**src/rtl/debounce_pulse_array.sv**
```systemverilog
// debounce_pulse_array: N independent channels. Each channel synchronises a raw
// button/switch input, debounces it and emits one-cycle registered pulses on
// the selected edge(s). It can also auto-repeat while the input is held high.
//
// Ports:
//   clk        clock
//   rst_n      asynchronous active-low reset; all state clears to 0 / IDLE
//   in_trig    [N] raw asynchronous trigger inputs
//   out_pulse  [N] one-cycle event pulses (registered)
//   level      [N] debounced level per channel
//   held       [N] 1 while the channel is auto-repeating (REPEAT state)
//
// Latency: an input held stable from clock edge k raises level after edge
// k+SYNC_STAGES+DEB_CYCLES-1. The press pulse follows edge
// k+SYNC_STAGES+DEB_CYCLES.

module debounce_pulse_array #(
  parameter int N             = 4,
  parameter int SYNC_STAGES   = 2,
  parameter int DEB_CYCLES    = 16,
  parameter int EDGE_MODE     = 0,
  parameter int REPEAT_EN     = 0,
  parameter int HOLD_CYCLES   = 1000,
  parameter int REPEAT_CYCLES = 200
) (
  input  logic         clk,
  input  logic         rst_n,
  input  logic [N-1:0] in_trig,
  output logic [N-1:0] out_pulse,
  output logic [N-1:0] level,
  output logic [N-1:0] held
);

  localparam int CNT_W   = $clog2(DEB_CYCLES + 1);
  localparam int TMR_MAX = (HOLD_CYCLES > REPEAT_CYCLES) ? HOLD_CYCLES : REPEAT_CYCLES;
  localparam int TMR_W   = $clog2(TMR_MAX + 1);

  localparam logic [CNT_W-1:0] DEB_LAST  = CNT_W'(DEB_CYCLES - 1);
  localparam logic [TMR_W-1:0] HOLD_LAST = TMR_W'(HOLD_CYCLES - 1);
  localparam logic [TMR_W-1:0] RPT_LAST  = TMR_W'(REPEAT_CYCLES - 1);

  typedef enum logic [1:0] {
    ST_IDLE   = 2'd0,
    ST_HOLD   = 2'd1,
    ST_REPEAT = 2'd2
  } rpt_state_t;

  for (genvar i = 0; i < N; i++) begin : g_ch
    logic [SYNC_STAGES-1:0] sync_q;
    logic                   s;
    logic                   lvl;
    logic                   lvl_d;
    logic [CNT_W-1:0]       cnt;
    logic                   rise;
    logic                   fall;
    logic                   edge_term;
    logic                   rpt_fire;
    logic                   pulse_q;
    rpt_state_t             state;
    logic [TMR_W-1:0]       timer;

    // Synchroniser chain. Bit 0 takes the raw pin and the top bit is the
    // synchronised sample.
    always_ff @(posedge clk or negedge rst_n) begin
      if (!rst_n) begin
        sync_q <= '0;
      end else begin
        sync_q <= {sync_q[SYNC_STAGES-2:0], in_trig[i]};
      end
    end

    assign s = sync_q[SYNC_STAGES-1];

    // Debounce: a new level is accepted only after DEB_CYCLES consecutive
    // samples disagree with the current level. Any agreeing sample restarts
    // the count, so short glitches never get through.
    always_ff @(posedge clk or negedge rst_n) begin
      if (!rst_n) begin
        lvl <= 1'b0;
        cnt <= '0;
      end else if (s == lvl) begin
        cnt <= '0;
      end else if (cnt == DEB_LAST) begin
        lvl <= s;
        cnt <= '0;
      end else begin
        cnt <= cnt + CNT_W'(1);
      end
    end

    assign rise = lvl & ~lvl_d;
    assign fall = ~lvl & lvl_d;

    // Edge selection. Any unsupported mode value falls back to rising-edge.
    always_comb begin
      edge_term = rise;
      if (EDGE_MODE == 1) begin
        edge_term = fall;
      end else if (EDGE_MODE == 2) begin
        edge_term = rise | fall;
      end
    end

    // A repeat pulse fires on the cycle the timer expires. A released
    // button (lvl low) suppresses it, because release takes priority over
    // expiry.
    always_comb begin
      rpt_fire = 1'b0;
      if (REPEAT_EN != 0 && lvl) begin
        if (state == ST_HOLD && timer == HOLD_LAST) begin
          rpt_fire = 1'b1;
        end else if (state == ST_REPEAT && timer == RPT_LAST) begin
          rpt_fire = 1'b1;
        end
      end
    end

    always_ff @(posedge clk or negedge rst_n) begin
      if (!rst_n) begin
        lvl_d   <= 1'b0;
        pulse_q <= 1'b0;
      end else begin
        lvl_d   <= lvl;
        pulse_q <= edge_term | rpt_fire;
      end
    end

    // Auto-repeat FSM. Without REPEAT_EN it never leaves IDLE.
    always_ff @(posedge clk or negedge rst_n) begin
      if (!rst_n) begin
        state <= ST_IDLE;
        timer <= '0;
      end else begin
        case (state)
          ST_IDLE: begin
            timer <= '0;
            if (REPEAT_EN != 0 && rise) begin
              state <= ST_HOLD;
            end
          end
          ST_HOLD: begin
            if (!lvl) begin
              state <= ST_IDLE;
              timer <= '0;
            end else if (timer == HOLD_LAST) begin
              state <= ST_REPEAT;
              timer <= '0;
            end else begin
              timer <= timer + TMR_W'(1);
            end
          end
          ST_REPEAT: begin
            if (!lvl) begin
              state <= ST_IDLE;
              timer <= '0;
            end else if (timer == RPT_LAST) begin
              timer <= '0;
            end else begin
              timer <= timer + TMR_W'(1);
            end
          end
          default: begin
            state <= ST_IDLE;
            timer <= '0;
          end
        endcase
      end
    end

    assign out_pulse[i] = pulse_q;
    assign level[i]     = lvl;
    assign held[i]      = (state == ST_REPEAT);
  end

endmodule

```
**config.mk**
```make
export PLATFORM = sky130hd
export DESIGN_NAME = debounce_pulse_array
export DESIGN_NICKNAME = d
export VERILOG_FILES = /design/src/rtl/debounce_pulse_array.sv
export SDC_FILE = /design/constraint.sdc
export NUM_CORES = 1
export LEC_CHECK = 0
export ABC_AREA = 1
export BUFFER_PORTS_ARGS = -buffer_cell sky130_fd_sc_hd__buf_2
export CORE_MARGIN = 10
export CORE_UTILIZATION = 51
export DETAILED_ROUTE_END_ITERATION = 10
export HOLD_SLACK_MARGIN = 0.15
export PLACE_DENSITY = 0.73
export SYNTH_ARGS = -nofsm -noshare
export SYNTH_HDL_FRONTEND = slang
export SYNTH_SLANG_ARGS = --single-unit
```
**constraint.sdc**
```tcl
create_clock -name clk -period 0.9 [get_ports clk]
set_input_delay 0.18 -clock clk [delete_from_list [all_inputs] [get_ports clk]]
set_output_delay 0.18 -clock clk [all_outputs]
set_load 0.05 [all_outputs]
```
# --- After elaboration in Yosys (flattened, before gate mapping) ---
# Index checks and enable logic that the tools add are counted.
classes:
  eq_ne: 32
  muxes: 44
  reduce_logical: 12
  addsub: 8
  bitwise: 16
ops:
  columns: ["operator", "n"]
  rows:
  - ["10-bit two-way mux", 16]
  - ["10-bit case mux with 2 select lines", 4]
  - ["10-bit by 1-bit adder with 10-bit output, second input constant", 4]
  - ["10-bit equality test, second input constant", 4]
  - ["10-bit by 8-bit equality test with 1-bit output, second input constant", 4]
  - ["5-bit two-way mux", 8]
  - ["2-bit two-way mux", 12]
  - ["2-bit case mux with 3 select lines", 4]
  - ["5-bit by 1-bit adder with 5-bit output, second input constant", 4]
  - ["5-bit by 4-bit equality test with 1-bit output, second input constant", 4]
  - ["3-bit inequality test, second input constant", 4]
  - ["1-bit NOT", 12]
  - ["3-bit AND reduction", 4]
  - ["2-bit by 1-bit equality test with 1-bit output, second input constant", 4]
  - ["2-bit equality test, second input constant", 4]
  - ["2-bit logical NOT", 4]
  - ["2-bit inequality test, second input constant", 4]
  - ["2-bit AND reduction", 4]
  - ["1-bit bitwise AND", 4]
  - ["1-bit equality test", 4]
word_totals:
  inputBits: 6
  reg_bits: 88
  word_cells: 140

# --- Depth between registers and ports, before layout ---
# Gate-level depths: netlist of run 1.
depth:
  word_depth: 4
  ltp_mapped: 5
  depth_no_buf: 5

# --- Worst setup path before layout of run 1 ---
# No wires, ideal clock.
synth_timing:
  kind: "register to register"
  startpoint: "reg g_ch[3].cnt[0]"
  endpoint: "reg g_ch[3].cnt[3]"
  required_time_ps: 829
  path_buffers: 0
  t_arrival_ps: 888
  setup_slack_ps: -59
  path_stages_with_launch: 5
  cell_sequence: "dfrtp_1 -> ha_1 -> nand4_1 -> nand2_1 -> nor2_1"
synth_via:
  elab_chain_cells: 3
synth_rtl:
  columns: ["item", "line_no", "text"]
  rows:
  - ["from (decl)", "53", "logic [CNT_W-1:0] cnt;"]
  - ["from (signal assigned)", "87", "cnt <= cnt + CNT_W'(1);"]
  - ["5-bit by 1-bit adder with 5-bit output or 5-bit by 4-bit equality test with 1-bit output (tied branches)", "87, 83", null]
  - ["5-bit two-way mux *", "83", "end else if (cnt == DEB_LAST) begin"]
  - ["5-bit two-way mux *", "81", "end else if (s == lvl) begin"]
# Every way passes the cells marked *; elsewhere a longest branch is shown, timed or not.
# A chain may end at the register's enable or synchronous reset.

# --- Worst setup path after layout of run 1 ---
layout_timing:
  startpoint: "reg g_ch[0].lvl"
  endpoint: "out level[0]"
layout_lines:
  columns: ["item", "line_no", "text"]
  rows:
  - ["from (decl)", "51", "logic lvl;"]
  - ["from (signal assigned)", "84", "lvl <= s;"]
  - ["to (decl)", "30", "output logic [N-1:0] level,"]
# No word-level cell between the ends.

==> run_results.csv, run 1 <==
group,metric,value,unit
status,status,"complete, but fails checks",
status,violations,"setup timing",
critical_path,critPathBufInv,1,
critical_path,start_kind,"flop",
floorplan,die-area,5820,um^2
synthesis,synth_area_per_cell,9.56,um^2
pwr,switching_share,24.1,%
clock_network,clkLatencyLatePin,340,ps
pwr,switching_power,0.778,mW
timing,setup_viol,30,
place,dp_hpwl,1880,um
clock_network,clkSinkCount,40,
cells_and_area,num-nets-final,211,
detailed_routing,drc_errors,0,
job,maxCapViolCount,0,
timing,setup_ws,-203,ps
pwr,p_int,2.45,mW
cells_and_area,syn2layout_area_growth,29.8,%
synthesis,synth_cell_type_count,10,
place,dpl-instance-area,1740,um^2
pwr,pwr-share-seq,59.7,%
detailed_routing,drt-vias-per-instance,4.49,
pwr,p_clk_share,30.4,%
clock_network,clk_pin_slew,110,ps
floorplan,io_pins,18,
timing,rsz0062_at_grt,"true",
global_route,grt_overflow,0,
cells_and_area,design_area,2100,um^2
place,port_buffers,13,
critical_path,crit_chain,"buf_6",
critical_path,path_delay_family,"flip-flops",
pwr,power.leakage,1.05,nW
synthesis,synthesis.area,1620,um^2
cells_and_area,stdcell_count,245,
critical_path,cp-end-kind,"output port",
detailed_routing,first_pass_iters,4,
synthesis,ys_seq_area_share,62.0,%
cells_and_area,antennaDiodeCount,0,
timing,fin_crit,1100,ps
synthesis,yosys_warnings,0,
place,finalWeightedCongestion,0.728,
timing,hold_viol_final,0,
pwr,power_density,1540,nW/um^2
timing,fmax,907,MHz
synthesis,yosys-top-cells-area,"dfrtp_1 (62%), nand2_1 (9.3%), nor2_1 (6.5%)",
synthesis,ys_ff_latch,40,
detailed_routing,wl_per_cell,11.4,um
critical_path,crit_fanout,2,
floorplan,row_count,20,
clock_network,clockBufferDepth,2,
detailed_routing,wirelength,2790,um
cells_and_area,drive_gt1_share,32.8,%
global_route,globalRouteTotalUtil,9.63,%
floorplan,core_area,3050,um^2
critical_path,crit_type,"reg2out",
pwr,ir_worst_vdd,1.05,mV
floorplan,die_w,76.3,um
pwr,p_comb_share,9.9,%
critical_path,cp.required,720,ps
hold_path,hold_class,"in2async",
floorplan,die_y,76.3,um
pwr,finalPower,3.23,mW
global_route,grt_pass1_wl,4660,um
detailed_routing,dr_total_vias,1101,
critical_path,arrival,920,ps
clock_network,htreeDepth,2,
synthesis,synthCells,169,
detailed_routing,first_iter_violations,31,
critical_path,timing.rr.start,"g_ch[0].lvl",
critical_path,crit_slowest_cell,"dfrtp_1",
global_route,grt_max_degree,41,
detailed_routing,drtAntennaViolNets,0,
clock_network,clockRootBuffer,"clkbuf_4",
global_route,grt_pass1_vias,1142,
place,dp_cells,225,
timing,tns,-2810,ps
floorplan,start_util,52.9,%
critical_path,crit_start,"g_ch[0].lvl",
timing,min_period_over_period,123,%
timing,whs,327,ps
timing,fin_skew,7.94,ps
clock_network,cts_buffers,5,
critical_path,critPathMaxStageDelay,420,ps
timing,finalMaxSlewViolations,0,
synthesis,synth_top_area_share,62.0,%
clock_network,cts_tree,"done",
synthesis,synth_top_area_cell,"dfrtp_1",
global_route,antenna_found_initial,0,
==> state kept, by name, summed over array words and instances, names as in the netlist <==
name and cells:
g_ch.cnt 20, g_ch.lvl 4, g_ch.lvl_d 4, g_ch.pulse_q 4, g_ch.sync_q 8
==> power groups by stage <==
stage	clock [mW]	combinational [mW]	sequential [mW]
6_report	0.980	0.320	1.93
5_1_grt	1.08	0.365	1.94
4_1_cts	1.01	0.301	1.92
3_5_place_dp	0	0.260	1.94
3_3_place_gp	0	0.248	1.94
2_1_floorplan	0	0.151	1.94
==> kinds of logic (layout without fill, tap and decap cells) <==
kind of cell	Yosys count	in the layout	synth area share, %
fa+ha+maj	4	4	3.10
simple gates	84	84	21.4
other cells	1	4	0.232
xor+xnor	4	4	2.17
buf+inv	36	65	11.2
flops	40	40	62.0
==> cell usage after synthesis <==
cell / n
dfrtp_1: 40
nand3_1: 8
nand4_1: 8
buf_4: 12
conb_1: 1
xnor2_1: 4
inv_1: 24
ha_1: 4
nand2_1: 40
nor2_1: 28
==> layer usage <==
metal  part of all wire, %  wire length, um  GRT usage, %
met4                   1.5               41          4.46
met2                    52             1450          16.8
met1                    40             1110          9.72
met3                   6.7              188          4.01
met5                     0                0             0
==> final cells by class <==
class | instances | area [um^2]
Tap cell | 44 | 55.1
Fill cell | 239 | 956
Inverter | 24 | 95.1
Timing Repair Buffer | 34 | 305
Sequential cell | 40 | 1000
Clock buffer | 7 | 65.1
Multi-Input combinational cell | 96 | 576
==> what timing repair did <==
action | 4_1_cts | 5_1_grt
setup buffers | 6 | 2
endpoints found under the hold margin | 44 | 0
hold buffers | 5 | 0
endpoints found under the setup margin | 32 | 32
pin swaps | 7 | 14
resized for setup | 31 | 21
==> placed cells by master, fill, tap and decap left out, types with 2 or more instances in the layout <==
cell type      netlist  final
buf_4               12     13
nor2_1              28     22
nand4_1              8      8
conb_1               1      4
nand2_4              0      2
clkbuf_8             0      2
inv_1               24     18
dfrtp_1             40     40
ha_4                 0      4
inv_2                0      4
buf_2                0      5
nand2_2              0      8
nand3_1              8      5
xnor2_1              4      3
inv_4                0      2
clkbuf_4             0      5
nor2_2               0      6
buf_6                0     10
dlygate4sd3_1        0      5
nand2_1             40     30
nand3_2              0      2
==> per-stage QoR <==
| step | util, % | setup slack (ps) |
|---|---|---|
| after floorplan | - | -15.5 |
| after global placement | 57.1 | -63.4 |
| after detailed placement | 57.1 | -117 |
| after CTS | 65.5 | -201 |
| after global routing | 68.7 | -241 |
| final | 68.7 | -203 |
==> path summary, 6_finish.rpt <==
check	endpoint	slack [ps]	cells after the start
max in group asynchronous	g_ch[1].lvl	380	3
setup reg to reg	g_ch[0].cnt[0]	-120	6
setup / recovery	level[0]	-200	1
hold reg to reg	g_ch[1].sync_q[1]	360	0
min in group clk	g_ch[1].sync_q[1]	360	0
hold / removal	g_ch[2].lvl	330	3
Power figures use the tool's default switching activity.
==> run 2, diff against run 1 <==
--- a/config.mk
+++ b/config.mk
@@ -7,7 +7,7 @@
 export LEC_CHECK = 0
 export ABC_AREA = 1
 export BUFFER_PORTS_ARGS = -buffer_cell sky130_fd_sc_hd__buf_2
-export CORE_MARGIN = 10
+export CORE_MARGIN = 2
 export CORE_UTILIZATION = 51
 export DETAILED_ROUTE_END_ITERATION = 10
 export HOLD_SLACK_MARGIN = 0.15
==> run 2 against run 1 <==
Compared with the run above:
- the flow still finishes with violations (setup timing)
- sequential power about the same
- flip-flop and latch count unchanged
- setup slack got worse by 8.8 ps
- wire length decreased by 1.5%
- register-to-register slack got worse by 70 ps
- sequential share of layout area about the same
- critical path depth unchanged
- global-route usage increased by 7.6 points
- non-clock buffer count unchanged
- combinational power about the same
==> run_results.csv, run 2 (synthesis gave the netlist of run 1 again) <==
group,metric,value,unit
critical_path,arrival,930,ps
critical_path,crit_type,"reg2out",
timing,setup_ws,-211,ps
critical_path,start_kind,"flop",
critical_path,rrSetupSlack,-190,ps
floorplan,die_y,60.3,um
cells_and_area,antennaDiodeCount,0,
critical_path,rr_worst_depth,7,
timing,setup_viol,32,
critical_path,timing.rr.start,"g_ch[3].lvl",
job,maxCapViolCount,0,
detailed_routing,drc_errors,0,
floorplan,io_pins,18,
global_route,grt_overflow,0,
detailed_routing,drtAntennaViolNets,0,
cells_and_area,syn2layout_area_growth,29.9,%
cells_and_area,largest_register_ffs,20,
global_route,grt_pass1_vias,1097,
floorplan,row_count,20,
cells_and_area,num-nets-final,211,
clock_network,clockBufferDepth,2,
global_route,globalRouteTotalUtil,17.2,%
pwr,pwr-share-seq,56.4,%
global_route,antenna_found_initial,0,
timing,min_period_over_period,123,%
critical_path,critPathBufInv,1,
pwr,ir_worst_vdd,1.20,mV
cells_and_area,top_regs,"g_ch.cnt (20), g_ch.sync_q (8)",
critical_path,crit_chain,"buf_6",
clock_network,cts_tree,"done",
clock_network,clkLatencyLatePin,350,ps
pwr,p_clk_share,34.2,%
timing,hold_viol_final,0,
pwr,p_int,2.59,mW
cells_and_area,layout_commonest_cell,"dfrtp_1",
pwr,switching_power,0.822,mW
detailed_routing,first_iter_violations,42,
clock_network,clockRootBuffer,"clkbuf_4",
detailed_routing,wirelength,2750,um
cells_and_area,final_util,69.3,%
floorplan,die_w,60.3,um
status,status,"complete, but fails checks",
critical_path,cp.required,720,ps
hold_path,hold_class,"in2async",
timing,rsz0062_at_grt,"true",
pwr,switching_share,24.1,%
detailed_routing,dr_total_vias,1159,
floorplan,core_area,3030,um^2
critical_path,crit_slowest_cell,"dfrtp_1",
critical_path,cp-end-kind,"output port",
floorplan,start_util,53.3,%
global_route,grt_pass1_wl,4510,um
cells_and_area,fillers,223,
clock_network,clkSinkCount,40,
global_route,grt_max_degree,32,
clock_network,clk_pin_slew,120,ps
critical_path,path_delay_family,"flip-flops",
floorplan,die-area,3630,um^2
detailed_routing,drt-vias-per-instance,4.71,
timing,fin_skew,8.27,ps
critical_path,rr_endpoint,"g_ch[3].cnt[3]",
pwr,power.leakage,1.05,nW
critical_path,crit_fanout,2,
cells_and_area,drive_gt1_share,34.7,%
place,post-place-ws,-63.3,ps
place,port_buffers,13,
clock_network,htreeDepth,2,
timing,fmax,900,MHz
timing,fin_crit,1110,ps
pwr,power_density,1620,nW/um^2
status,violations,"setup timing",
place,dp_hpwl,1710,um
critical_path,critPathMaxStageDelay,420,ps
detailed_routing,first_pass_iters,4,
timing,whs,208,ps
cells_and_area,regMostFlops,"g_ch.cnt",
place,finalWeightedCongestion,0.757,
pwr,p_comb_share,9.5,%
detailed_routing,wl_per_cell,11.2,um
clock_network,cts_buffers,5,
timing,finalMaxSlewViolations,0,
cells_and_area,most-common-layout-cells,"dfrtp_1 (40), nand2_1 (31), nor2_1 (22)",
-- run 2: changes by cell type in the layout (fill, tap and decap cells not counted), moves of 2 or more --
cell / change
nand3_2: +2
inv_2: +2
clkbuf_8: -2
inv_1: -2
nand2_4: -2
-- run 2: layout make-up --
type / count / area (um^2) / share of cell area (%)
sequential: 40 / 1000 / 47.7
multi-input combinational: 96 / 558 / 26.6
timing repair buffer: 34 / 309 / 14.7
inverter: 24 / 95.1 / 4.53
tap: 44 / 55.1 / 2.62
clock inverter: 3 / 42.5 / 2.03
clock buffer: 5 / 37.5 / 1.79
-- run 2: metrics by stage --
step	power, mW	std cells	setup TNS, ps	cell area (um^2)
3_5_place_dp	2.21	226	-679	1750
4_1_cts	3.41	244	-3290	2010
6_report	3.41	246	-3410	2100
5_1_grt	3.59	246	-5440	2100
3_3_place_gp	2.19	226	-159	1750
2_1_floorplan	2.09	172	-126	1640
-- run 2: repair_timing --
| action | 4_1_cts | 5_1_grt |
|---|---|---|
| hold buffers | 5 | 0 |
| gates cloned | 0 | 0 |
| endpoints found under the hold margin | 44 | 0 |
| endpoints found under the setup margin | 32 | 32 |
| pin swaps | 6 | 12 |
| gates resized for setup | 29 | 24 |
| buffers inserted | 5 | 3 |
-- run 2: power groups by stage --
stage,clock [mW],combinational [mW],sequential (mW)
after floorplan,0,0.151,1.94
after global placement,0,0.255,1.94
after CTS,1.20,0.298,1.91
after detailed placement,0,0.268,1.94
after global routing,1.29,0.365,1.93
final,1.16,0.323,1.92
-- run 2: metal layers --
metal	GRT usage, %	routed length (um)	vias to the layer above
li1	-	-	571
met1	19.8	1140	553
met2	28.7	1410	27
met3	6.71	120	8
met4	6.67	70	0
met5	0	0	-
-- run 2: worst max-delay path by stage --
stage              startpoint             end  slack, ps  cells after the start
2_1_floorplan  g_ch[1].cnt[0]  g_ch[1].cnt[0]        -20                      4
3_3_place_gp   g_ch[1].cnt[1]  g_ch[1].cnt[0]        -20                      4
3_5_place_dp   g_ch[3].cnt[1]     g_ch[3].lvl        -60                      5
4_1_cts           g_ch[0].lvl        level[0]       -240                      1
5_1_grt           g_ch[0].lvl        level[0]       -260                      1
6_report          g_ch[3].lvl        level[3]       -210                      1
